[src/rtl/mem_ctrl_mp_if.sv]
// -----------------------------------------------------------------------------
// mem_ctrl_mp_if
// Request/response bundle between the requesters (fetch, load/store, ...) and
// the byte-serial memory controller. One lane per port, flattened so port i
// occupies the i-th slice of each vector.
//   req_valid [N]      request, held until that port's resp_done
//   req_wr    [N]      1 = store
//   req_addr  [32N]    start byte address
//   req_size  [2N]     0 = 1 byte, 1 = 2 bytes, 2/3 = 4 bytes
//   req_wdata [32N]    store data, little-endian
//   resp_done [N]      one-cycle completion pulse
//   resp_data [32N]    load result, zero-extended
// Modports: master = requester side, slave = controller side.
// -----------------------------------------------------------------------------
interface mem_ctrl_mp_if #(
  parameter int NUM_PORTS = 2
);
  logic [NUM_PORTS-1:0]    req_valid;
  logic [NUM_PORTS-1:0]    req_wr;
  logic [32*NUM_PORTS-1:0] req_addr;
  logic [2*NUM_PORTS-1:0]  req_size;
  logic [32*NUM_PORTS-1:0] req_wdata;
  logic [NUM_PORTS-1:0]    resp_done;
  logic [32*NUM_PORTS-1:0] resp_data;

  modport master (
    output req_valid, req_wr, req_addr, req_size, req_wdata,
    input  resp_done, resp_data
  );

  modport slave (
    input  req_valid, req_wr, req_addr, req_size, req_wdata,
    output resp_done, resp_data
  );
endinterface

[src/rtl/mem_ctrl_mp.sv]
// -----------------------------------------------------------------------------
// mem_ctrl_mp
// Byte-serial memory controller sharing one 8-bit RAM/IO bus between
// NUM_PORTS requesters. Round-robin arbitration, 1/2/4-byte transfers,
// abort of speculative (non-IO) reads on clr, and IO write stalling while
// the UART buffer is full.
// Ports:
//   clk            rising-edge clock
//   rst            synchronous, active-low reset
//   rdy            global enable; all registers hold while low
//   clr            pipeline flush pulse
//   mem_din        read data, valid one cycle after its address
//   mem_dout       write data byte
//   mem_a          byte address (0 outside a transfer)
//   mem_wr         1 = write strobe
//   io_buffer_full UART buffer full; stalls IO writes
//   req_if         per-port request/response bundle (slave side)
// -----------------------------------------------------------------------------
module mem_ctrl_mp #(
  parameter int                   NUM_PORTS = 2,
  parameter logic [NUM_PORTS-1:0] CLR_MASK  = {NUM_PORTS{1'b1}},
  parameter logic [31:0]          IO_BASE   = 32'h0003_0000
) (
  input  logic                clk,
  input  logic                rst,
  input  logic                rdy,
  input  logic                clr,
  input  logic [7:0]          mem_din,
  output logic [7:0]          mem_dout,
  output logic [31:0]         mem_a,
  output logic                mem_wr,
  input  logic                io_buffer_full,
  mem_ctrl_mp_if.slave        req_if
);

  localparam int             PW = (NUM_PORTS > 1) ? $clog2(NUM_PORTS) : 1;
  localparam logic [PW:0]    NP = (PW+1)'(NUM_PORTS);
  localparam logic [PW-1:0]  LAST_PORT = PW'(NUM_PORTS - 1);

  typedef enum logic [1:0] {
    IDLE,
    XFER,
    TAIL
  } state_e;

  // IO space is the 64 KiB window selected by addr[17:16] of IO_BASE.
  function automatic logic is_io(input logic [31:0] a);
    return a[17:16] == IO_BASE[17:16];
  endfunction

  function automatic logic [7:0] byte_sel(input logic [31:0] w, input logic [1:0] k);
    case (k)
      2'd0:    return w[7:0];
      2'd1:    return w[15:8];
      2'd2:    return w[23:16];
      default: return w[31:24];
    endcase
  endfunction

  function automatic logic [31:0] byte_ins(input logic [31:0] w, input logic [1:0] k,
                                           input logic [7:0] b);
    logic [31:0] r;
    r = w;
    case (k)
      2'd0:    r[7:0]   = b;
      2'd1:    r[15:8]  = b;
      2'd2:    r[23:16] = b;
      default: r[31:24] = b;
    endcase
    return r;
  endfunction

  // Index of the last byte; the reserved size code behaves as a word.
  function automatic logic [1:0] last_idx(input logic [1:0] size);
    case (size)
      2'd0:    return 2'd0;
      2'd1:    return 2'd1;
      default: return 2'd3;
    endcase
  endfunction

  state_e                      state_q, state_d;
  logic [PW-1:0]               port_q, port_d;
  logic [PW-1:0]               rr_ptr_q, rr_ptr_d;
  logic                        wr_q, wr_d;
  logic [31:0]                 addr_q, addr_d;
  logic [31:0]                 wdata_q, wdata_d;
  logic [31:0]                 data_q, data_d;
  logic [1:0]                  k_q, k_d;
  logic [1:0]                  last_q, last_d;
  logic [31:0]                 mem_a_q, mem_a_d;
  logic [7:0]                  mem_dout_q, mem_dout_d;
  logic                        mem_wr_q, mem_wr_d;
  logic [NUM_PORTS-1:0]        resp_done_q, resp_done_d;
  logic [NUM_PORTS-1:0][31:0]  resp_data_q, resp_data_d;

  logic [NUM_PORTS-1:0][31:0]  req_addr_a;
  logic [NUM_PORTS-1:0][31:0]  req_wdata_a;
  logic [NUM_PORTS-1:0][1:0]   req_size_a;

  assign req_addr_a  = req_if.req_addr;
  assign req_wdata_a = req_if.req_wdata;
  assign req_size_a  = req_if.req_size;

  // ---------------------------------------------------------------------------
  // Round-robin arbiter. A port finishing this cycle is skipped so that it
  // cannot be re-granted on a stale, still-held request.
  // ---------------------------------------------------------------------------
  logic [NUM_PORTS-1:0] eligible;
  logic                 grant_valid;
  logic [PW-1:0]        grant_port;
  logic [PW:0]          cand;

  assign eligible = req_if.req_valid & ~resp_done_q;

  always_comb begin
    grant_valid = 1'b0;
    grant_port  = '0;
    cand        = '0;
    for (int i = 0; i < NUM_PORTS; i++) begin
      cand = {1'b0, rr_ptr_q} + (PW+1)'(i);
      if (cand >= NP) cand = cand - NP;
      if (!grant_valid && eligible[cand[PW-1:0]]) begin
        grant_valid = 1'b1;
        grant_port  = cand[PW-1:0];
      end
    end
  end

  // Stall only gates the strobe; the registered address/data stay put.
  logic stall;
  logic abort;

  assign stall = (state_q == XFER) && wr_q && io_buffer_full && is_io(mem_a_q);
  assign abort = clr && !wr_q && CLR_MASK[port_q] && !is_io(addr_q);

  // ---------------------------------------------------------------------------
  // Next-state logic
  // ---------------------------------------------------------------------------
  always_comb begin
    // NOTE: every signal gets a default before the case so no path leaves it
    // unassigned; an unassigned path in always_comb would infer a latch.
    state_d     = state_q;
    port_d      = port_q;
    rr_ptr_d    = rr_ptr_q;
    wr_d        = wr_q;
    addr_d      = addr_q;
    wdata_d     = wdata_q;
    data_d      = data_q;
    k_d         = k_q;
    last_d      = last_q;
    mem_a_d     = '0;
    mem_dout_d  = mem_dout_q;
    mem_wr_d    = 1'b0;
    resp_done_d = '0;
    resp_data_d = resp_data_q;

    case (state_q)
      IDLE: begin
        if (grant_valid) begin
          state_d  = XFER;
          port_d   = grant_port;
          rr_ptr_d = (grant_port == LAST_PORT) ? '0 : grant_port + 1'b1;
          wr_d     = req_if.req_wr[grant_port];
          addr_d   = req_addr_a[grant_port];
          wdata_d  = req_wdata_a[grant_port];
          last_d   = last_idx(req_size_a[grant_port]);
          k_d      = 2'd0;
          data_d   = '0;
          mem_a_d  = req_addr_a[grant_port];
          mem_wr_d = req_if.req_wr[grant_port];
          if (req_if.req_wr[grant_port]) mem_dout_d = req_wdata_a[grant_port][7:0];
        end
      end

      XFER: begin
        if (abort) begin
          state_d = IDLE;
        end else if (wr_q) begin
          if (stall) begin
            mem_a_d  = mem_a_q;
            mem_wr_d = 1'b1;
          end else if (k_q == last_q) begin
            state_d              = IDLE;
            resp_done_d[port_q]  = 1'b1;
          end else begin
            k_d        = k_q + 2'd1;
            mem_a_d    = addr_q + 32'(k_d);
            mem_wr_d   = 1'b1;
            mem_dout_d = byte_sel(wdata_q, k_d);
          end
        end else begin
          // mem_din carries the byte addressed one cycle earlier.
          if (k_q != 2'd0) data_d = byte_ins(data_q, k_q - 2'd1, mem_din);
          if (k_q == last_q) begin
            state_d = TAIL;
          end else begin
            k_d     = k_q + 2'd1;
            mem_a_d = addr_q + 32'(k_d);
          end
        end
      end

      TAIL: begin
        state_d = IDLE;
        if (!abort) begin
          resp_data_d[port_q] = byte_ins(data_q, last_q, mem_din);
          resp_done_d[port_q] = 1'b1;
        end
      end

      default: state_d = IDLE;
    endcase
  end

  // ---------------------------------------------------------------------------
  // State registers
  // ---------------------------------------------------------------------------
  // NOTE: sequential state uses non-blocking assignments so every flop samples
  // the pre-edge values regardless of statement order.
  always_ff @(posedge clk) begin
    if (!rst) begin
      state_q     <= IDLE;
      port_q      <= '0;
      rr_ptr_q    <= '0;
      wr_q        <= 1'b0;
      addr_q      <= '0;
      wdata_q     <= '0;
      data_q      <= '0;
      k_q         <= '0;
      last_q      <= '0;
      mem_a_q     <= '0;
      mem_dout_q  <= '0;
      mem_wr_q    <= 1'b0;
      resp_done_q <= '0;
      resp_data_q <= '0;
    end else if (rdy) begin
      state_q     <= state_d;
      port_q      <= port_d;
      rr_ptr_q    <= rr_ptr_d;
      wr_q        <= wr_d;
      addr_q      <= addr_d;
      wdata_q     <= wdata_d;
      data_q      <= data_d;
      k_q         <= k_d;
      last_q      <= last_d;
      mem_a_q     <= mem_a_d;
      mem_dout_q  <= mem_dout_d;
      mem_wr_q    <= mem_wr_d;
      resp_done_q <= resp_done_d;
      resp_data_q <= resp_data_d;
    end
  end

  assign mem_a            = mem_a_q;
  assign mem_dout         = mem_dout_q;
  assign mem_wr           = mem_wr_q & ~stall;
  assign req_if.resp_done = resp_done_q;
  assign req_if.resp_data = resp_data_q;

endmodule

[src/flat_wrapper.sv]
// flat-port wrapper written by rule: the top's interface ports become plain ports
module mem_ctrl_mp_flat 
#(
  parameter int                   NUM_PORTS = 2,
  parameter logic [NUM_PORTS-1:0] CLR_MASK  = {NUM_PORTS{1'b1}},
  parameter logic [31:0]          IO_BASE   = 32'h0003_0000
)
  (clk, rst, rdy, clr, mem_din, mem_dout, mem_a, mem_wr, io_buffer_full, req_if_req_valid, req_if_req_wr, req_if_req_addr, req_if_req_size, req_if_req_wdata, req_if_resp_done, req_if_resp_data);
  mem_ctrl_mp_if #(.NUM_PORTS(NUM_PORTS)) req_if_i ();
  input  logic clk;
  input  logic rst;
  input  logic rdy;
  input  logic clr;
  input  logic [7:0] mem_din;
  output logic [7:0] mem_dout;
  output logic [31:0] mem_a;
  output logic mem_wr;
  input  logic io_buffer_full;
  input wire logic [$bits(req_if_i.req_valid)-1:0] req_if_req_valid;
  input wire logic [$bits(req_if_i.req_wr)-1:0] req_if_req_wr;
  input wire logic [$bits(req_if_i.req_addr)-1:0] req_if_req_addr;
  input wire logic [$bits(req_if_i.req_size)-1:0] req_if_req_size;
  input wire logic [$bits(req_if_i.req_wdata)-1:0] req_if_req_wdata;
  output wire logic [$bits(req_if_i.resp_done)-1:0] req_if_resp_done;
  output wire logic [$bits(req_if_i.resp_data)-1:0] req_if_resp_data;
  assign req_if_i.req_valid = req_if_req_valid;
  assign req_if_i.req_wr = req_if_req_wr;
  assign req_if_i.req_addr = req_if_req_addr;
  assign req_if_i.req_size = req_if_req_size;
  assign req_if_i.req_wdata = req_if_req_wdata;
  assign req_if_resp_done = req_if_i.resp_done;
  assign req_if_resp_data = req_if_i.resp_data;
  mem_ctrl_mp #(.NUM_PORTS(NUM_PORTS), .CLR_MASK(CLR_MASK), .IO_BASE(IO_BASE)) u_core (.clk(clk), .rst(rst), .rdy(rdy), .clr(clr), .mem_din(mem_din), .mem_dout(mem_dout), .mem_a(mem_a), .mem_wr(mem_wr), .io_buffer_full(io_buffer_full), .req_if(req_if_i));
endmodule
[config.mk]
export PLATFORM = sky130hd
export DESIGN_NAME = mem_ctrl_mp_flat
export DESIGN_NICKNAME = d
export VERILOG_FILES = /design/src/rtl/mem_ctrl_mp_if.sv /design/src/rtl/mem_ctrl_mp.sv /design/src/flat_wrapper.sv
export SDC_FILE = /design/constraint.sdc
export NUM_CORES = 1
export LEC_CHECK = 0
export ABC_CLOCK_PERIOD_IN_PS = 3100
export CORE_MARGIN = 2
export CORE_UTILIZATION = 49
export DETAILED_ROUTE_END_ITERATION = 12
export PLACE_DENSITY = 0.86
export SYNTH_ARGS = -nofsm -noshare
export SYNTH_HDL_FRONTEND = slang
export SYNTH_SLANG_ARGS = --single-unit
[constraint.sdc]
create_clock -name clk -period 3.1 [get_ports clk]
set_input_delay 0.62 -clock clk [delete_from_list [all_inputs] [get_ports clk]]
set_output_delay 0.62 -clock clk [all_outputs]
set_load 0.03 [all_outputs]
==> results.md, run 1 <==
- First-pass GRT wire length: 47,300 µm
- Routed WL: 29,600 µm
- Inst Count DP: 1,562
- Predominant post-synthesis flop cell: dfxtp_1
- Reg2reg end: u_core.mem_a[26]
- Largest net degree at the start of global routing: 65
- Antenna Cells: 0
- TritonCTS clock tree: yes
- Mapped Area: between 9000 and 10,000 µm²
- WP buf/inv: 2
- Hold Crit Start: u_core.data_q[8]
- Max-cap viol count: 0
- Register area share after synthesis: 0.428
- Worst r2r src: u_core.k_q[1]
- Leak pwr: approximately 4.7 nW
- Final Slew Violations: 0
- Commonest non-fill, non-tap cell in the layout: clkdlybuf4s50_1
- Starting density of the core: 0.494
- Finished Layout Cells: between 1,500 and 2,000
- CP required: 3.55 ns
- Worst Path Max Fanout: 13
- Final min period: 2.81 ns
- Slew at the pin with the worst max-slew slack: 1.01 ns
- Average size of a mapped cell: a little under 9 µm²
- Grt ovf: 0
- Synth unique cells: between 60 and 70
- Crit path capture type: flip-flop
- Post-synth top area cell: dfxtp_1
- Clk slew on worst S/H paths: 0.06 ns
- I/O Pins: 256
- Die W: around 150 µm
- Die Span Y: 146 µm
- Slowest CP cell: fa_1
- GPL Wtd Cong: between 0.8 and 0.9
- RSZ-0062 raised after global routing: false
- Synth area leaders: dfxtp_1, mux2i_1, a211oi_1
- GR met3 Demand/Resource: 0.0425
- Via-to-Cell Ratio: 5.96
- Reg2Reg Setup Slack: ~0.3 ns
- Status: finished clean
- Share of cells above drive strength 1: 0.0660
- Combinational Power Share: 0.176
- Number of enable flip-flop cells after synthesis: 0
- Synth warnings: 0
- Net Switching: 1.84 mW
- # rows: 52
- Net Sw Frac: 0.273
- End of the worst hold path: u_core.data_q[8]
- Worst Hold Class: reg2reg
- Final net count: 1,479
- Detail Route Antenna Nets: 0
- Root Driver: clkbuf_16
- TritonCTS buffer count: 23
- Power share of the clock group: 0.379
- TritonRoute pass-1 iters: 7
- Hold slack: ~0.47 ns
- Asr flop ratio synth: 0
- Worst Skew: 0.00712 ns
- Power per cell area: just over 500 nW/µm²
- Grt peak-use layer: met2
- Clock Tree Buf Depth: 3
- Area Overhead vs Synth: 34.7%
- DRC violations left: 0
- CTS sink count: 212
- GRT Overall Usage: 0.267
- Synth top area share: 0.428
- Setup Fix Bufs, Post-CTS: 0
- FMAX: between 300 and 400 MHz
- Syn Inst Count: 1,111
- Post-CTS sizing: 0
- Via count: 9,550
- Initial DRC count: 730
- Core area: 20,000 µm²
- Die area: 21,400 µm²
- Hold buffer count at cts: 0
- WP data arrival: 3.26 ns
- Met1 Use GR: 0.341
- Crit-path most repeated cell: inv_1
- Overall power: 6.76 mW
- Hold path depth: 2
- Met2 usage: 0.453
- Final HPWL DP: 20,900 µm
- P_int: 4.92 mW
- Initial antenna violation count: 0
- VDD IR max: 0.319 mV
- Layout fillers: 1,648
- Drt wl/cell: 18.5 µm
- CP cell instances: inv_1, ha_1, inv_1, fa_1, or3_4, or4_1, a21oi_1, o221a_1
- Sequential power share: 0.444
- Setup crit start kind: flip-flop
- Vias in the first global route: 9,145
- Commonest cells after routing, fill and taps aside: clkdlybuf4s50_1, dfxtp_1, nor2_1, a211oi_1, mux2i_1
- Buffers on Ports: about 260
- Setup TNS: 0 ns
- Net Count, Synth: roughly 1,300
- Setup-failing EPs final: 0
- Final period util: 0.905
- Critical path's top delay family: simple AND/OR/NAND/NOR gates
- Crit Path Category: reg2reg
- H-tree levels: 1
- Worst reg2reg path depth: 8
- CP peak stage delay: between 0.5 and 0.6 ns
- Count of final hold-check violations: 0
- Clk Latency, worst-skew pair: 0.50 ns
- Yosys reg bits: 212
- Worst slew margin: 0.323
-- worst max path at each step --
stage	cells after the start	end	slack (ns)	startpoint
5_1_grt	8	u_core.mem_a[26]	0.17	u_core.k_q[1]
3_3_place_gp	7	u_core.wdata_q[9]	0.34	req_if_req_valid[1]
6_report	8	u_core.mem_a[26]	0.29	u_core.k_q[1]
3_5_place_dp	7	u_core.wdata_q[18]	0.25	req_if_req_valid[0]
4_1_cts	8	u_core.mem_a[26]	0.32	u_core.k_q[1]
2_1_floorplan	9	u_core.mem_a[26]	0.37	u_core.k_q[0]
-- area by class of cell --
| type | instances | area, µm² | area share |
|---|---|---|---|
| multi-input cells | 783 | 5190 | 0.389 |
| clock buffers | 37 | 678 | 0.0508 |
| inverters | 12 | 47.5 | 0.00356 |
| clock inverters | 4 | 23.8 | 0.00178 |
| well taps | 270 | 338 | 0.0253 |
| flip-flops and latches | 212 | 4240 | 0.318 |
| repair buffers | 285 | 2830 | 0.212 |
-- worst register-to-register path: cells and delay by family, from the launching register on --
family                   cells  cell delay [ns]
flip-flops                   1             0.34
adder cells (fa/ha/maj)      2             0.89
AND/OR/NAND/NOR              2             1.01
buffers and inverters        2             0.16
AO/OA/AOI/OAI                2             0.35
-- registers in the layout, summed over array words and instances (netlist names) --
signal	cells
u_core.addr_q	32
u_core.data_q	32
u_core.k_q	2
u_core.last_q	2
u_core.mem_a	32
u_core.mem_dout	8
u_core.mem_wr_q	1
u_core.port_q	1
u_core.req_if.resp_data	64
u_core.req_if.resp_done	2
u_core.rr_ptr_q	1
u_core.state_q	2
u_core.wdata_q	32
u_core.wr_q	1
-- cells by family (layout without fill, tap and decap cells) --
kind of cell / Yosys count / in the layout / synth area share
AO/OA/AOI/OAI: 334 / 334 / 0.238
XOR/XNOR: 17 / 17 / 0.0150
adder cells (fa/ha/maj): 13 / 13 / 0.0172
buffers and inverters: 116 / 338 / 0.0493
flip-flops: 212 / 212 / 0.428
multiplexers: 98 / 98 / 0.0993
AND/OR/NAND/NOR: 321 / 321 / 0.153
-- cells in the mapped netlist, drive strengths merged, types with 12 or more instances --
library cell and count:
nand3 53, mux2i 96, buf 46, o21ai 76, dfxtp 212, a21oi 32, inv 12, ha 12
nand2 52, o21a 13, nand4 17, nor2 147, a211oi 128, nor4 13, clkbuf 58
-- metal layers --
metal / wire length, µm / vias up
li1: - / 4547
met5: 0 / -
met3: 2040 / 62
met1: 12200 / 4498
met4: 992 / 0
met2: 14400 / 443
-- power groups by stage --
stage	registers [mW]	clock network [mW]	logic, mW
finish	3.00	2.56	1.19
global route	3.02	2.70	1.28
CTS	3.00	2.60	1.19
detailed placement	3.06	0	1.18
global placement	3.05	0	1.15
floorplan	3.10	0	0.640
-- metrics by stage --
step / area (µm²) / setup WS, ns / util
2_1_floorplan: 9910 / 0.368 / -
3_3_place_gp: 12600 / 0.344 / 0.631
3_5_place_dp: 12600 / 0.246 / 0.631
4_1_cts: 13300 / 0.319 / 0.666
5_1_grt: 13300 / 0.167 / 0.666
6_report: 13300 / 0.295 / 0.666
Power figures use the tool's default switching activity.
==> inputs of run 2 (changes only) <==
--- a/config.mk
+++ b/config.mk
@@ -7,9 +7,10 @@
 export LEC_CHECK = 0
 export ABC_CLOCK_PERIOD_IN_PS = 3100
 export CORE_MARGIN = 2
-export CORE_UTILIZATION = 49
+export CORE_UTILIZATION = 51
+export CTS_BUF_LIST = sky130_fd_sc_hd__clkbuf_8
 export DETAILED_ROUTE_END_ITERATION = 12
-export PLACE_DENSITY = 0.86
+export PLACE_DENSITY = 0.89
 export SYNTH_ARGS = -nofsm -noshare
 export SYNTH_HDL_FRONTEND = slang
 export SYNTH_SLANG_ARGS = --single-unit
==> run 2 against run 1 <==
Core utilization up 3.8 points. Worst hold slack lost 0.0040 ns. Combinational power about the same. Largest power group unchanged. Flip-flop and latch count is the same. Fmax is 0.59% lower. Via count down 0.66%. Final area decreased by 0.29%. Die area is 3.8% lower. Highest routed layer unchanged. Sequential power barely moved. Wire length decreased by 4.3%. Global-route usage grew 0.45 points. Critical endpoint is now u_core.mem_a[14].
==> results.md, run 2 (synthesized netlist as in run 1, its figures left out) <==
- Status: finished clean (unchanged)
- Commonest non-fill, non-tap cell in the layout: clkdlybuf4s50_1 (unchanged)
- Largest register FFs: 64 (unchanged)
- Crit-path most repeated cell: inv_1 (unchanged)
- Crit Path Category: reg2reg (unchanged)
- Critical path's top delay family: adder cells (was simple AND/OR/NAND/NOR gates)
- Initial antenna violation count: 1 (was 0)
- RSZ-0062 raised after global routing: false (unchanged)
- Drt wl/cell: 17.6 µm (was 18.5 µm)
- Leak pwr: 4.68 nW (was 4.66 nW)
- Setup TNS: 0 ns (unchanged)
- CTS sink count: 212 (unchanged)
- First-pass GRT wire length: 45,300 µm (was 47,300 µm)
- Worst r2r src: u_core.k_q[0] (was u_core.k_q[1])
- Worst Hold Class: reg2reg (unchanged)
- Clock Tree Buf Depth: 3 (unchanged)
- H-tree levels: 2 (was 1)
- Worst Path Max Fanout: 8 (was 13)
- Root Driver: clkbuf_8 (was clkbuf_16)
- Die W: 143 µm (was 146 µm)
- GPL Wtd Cong: 0.903 (was 0.890)
- CP required: 3.51 ns (was 3.55 ns)
- FMAX: 354 MHz (was 356 MHz)
- Clk Latency, worst-skew pair: 0.53 ns (was 0.50 ns)
- GRT Overall Usage: 0.272 (was 0.267)
- Core area: 18,900 µm² (was 20,000 µm²)
- Count of final hold-check violations: 0 (unchanged)
- Vias in the first global route: 8,981 (was 9,145)
- Max-cap viol count: 0 (unchanged)
- Inst Count DP: 1,550 (was 1,562)
- Final HPWL DP: 20,100 µm (was 20,900 µm)
- Slew at the pin with the worst max-slew slack: 1.10 ns (was 1.01 ns)
- Hold buffer count at cts: 0 (unchanged)
- TritonCTS clock tree: yes (unchanged)
- Share of cells above drive strength 1: 0.0765 (was 0.0660)
- VDD IR max: 0.270 mV (was 0.319 mV)
- DRC violations left: 0 (unchanged)
- Initial DRC count: 960 (was 730)
- Largest net degree at the start of global routing: 78 (was 65)
- Die Span Y: 143 µm (was 146 µm)
- Routed WL: 28,300 µm (was 29,600 µm)
- I/O Pins: 256 (unchanged)
- Power per cell area: 497 nW/µm² (was 506 nW/µm²)
- Die area: 20,600 µm² (was 21,400 µm²)
- TritonRoute pass-1 iters: 6 (was 7)
- Detail Route Antenna Nets: 0 (unchanged)
- Setup-failing EPs final: 0 (unchanged)
- Via count: 9,487 (was 9,550)
- Final net count: 1,490 (was 1,479)
- Utilization after layout: 0.704 (was 0.666)
- Commonest cells after routing, fill and taps aside: clkdlybuf4s50_1, dfxtp_1, nor2_1, a211oi_1, mux2i_1 (unchanged)
- Pre-CTS WS: 0.193 ns (was 0.246 ns)
- Buffers on Ports: 255 (unchanged)
- Final min period: 2.82 ns (was 2.81 ns)
- CP cell instances: inv_1, ha_1, inv_1, fa_1, nor4_1, a311oi_1, a41o_1, o221a_2 (was inv_1, ha_1, inv_1, fa_1, or3_4, or4_1, a21oi_1, o221a_1)
- Setup Fix Bufs, Post-CTS: 0 (unchanged)
- Layout fillers: 1,459 (was 1,648)
- Area Overhead vs Synth: 34.3% (was 34.7%)
- Finished Layout Cells: 1,609 (was 1,603)
- Overall power: 6.61 mW (was 6.76 mW)
- Crit path capture type: flip-flop (unchanged)
- Final period util: 0.910 (was 0.905)
- WP buf/inv: 2 (unchanged)
- Starting density of the core: 0.524 (was 0.494)
- CP peak stage delay: 0.68 ns (was 0.56 ns)
- Slowest CP cell: nor4_1 (was fa_1)
- Post-CTS sizing: 0 (unchanged)
- Via-to-Cell Ratio: 5.90 (was 5.96)
- Worst slew margin: 0.265 (was 0.323)
- TritonCTS buffer count: 36 (was 23)
- WP data arrival: 3.23 ns (was 3.26 ns)
- Worst Skew: 0.0205 ns (was 0.00712 ns)
- CP startpoint: u_core.k_q[0] (was u_core.k_q[1])
- Grt ovf: 0 (unchanged)
- Final Slew Violations: 0 (unchanged)
- # rows: 50 (was 52)
- Clk slew on worst S/H paths: 0.06 ns (about the same)
- Setup crit start kind: flip-flop (unchanged)
- Hold Crit Start: u_core.data_q[22] (was u_core.data_q[8])
- Setup ws final: 0.278 ns (was 0.295 ns)
run 2: final timing paths:
kind                                          end  slack [ns]  cells past startpoint
worst min-delay path            u_core.data_q[22]        0.47                      2
worst min register to register  u_core.data_q[22]        0.47                      2
worst max register to register   u_core.mem_a[14]        0.28                      8
worst max-delay path             u_core.mem_a[14]        0.28                      8
run 2: final cells by class:
class,count,area [µm²],area share
tap,260,325,0.0244
clock inverter,15,108,0.00809
inverter,12,47.5,0.00357
clock buffer,42,578,0.0434
sequential,212,4240,0.319
timing repair buffer,283,2810,0.211
antenna,2,5.00,0.000376
multi-input combinational,783,5190,0.390
run 2: power by group:
| part | switching, mW | total (mW) | leakage, nW | internal, mW |
|---|---|---|---|---|
| Clock | 1.11 | 2.43 | 0.374 | 1.32 |
| Combinational | 0.633 | 1.18 | 2.58 | 0.549 |
| Sequential | 0.131 | 3.00 | 1.73 | 2.87 |
run 2: stage by stage:
| step | area, µm² | hold slack (ns) |
|---|---|---|
| 6_report | 13300 | 0.471 |
| 5_1_grt | 13300 | 0.491 |
| 4_1_cts | 13300 | 0.477 |
| 3_5_place_dp | 12600 | 0.462 |
| 3_3_place_gp | 12600 | 0.453 |
| 2_1_floorplan | 9910 | 0.443 |
run 2: layer usage:
| metal | GRT usage | wire length, µm |
|---|---|---|
| met1 | 0.350 | 11600 |
| met2 | 0.446 | 13400 |
| met3 | 0.0523 | 2290 |
| met4 | 0.120 | 1030 |
| met5 | 0 | 0 |
run 2: worst reg2reg max path, cell delays in order (launching register included):
cell and delay (ns):
dfxtp_1 0.33, inv_1 0.10, ha_1 0.31, inv_1 0.06
fa_1 0.58, nor4_1 0.68, a311oi_1 0.19, a41o_1 0.23
o221a_2 0.23
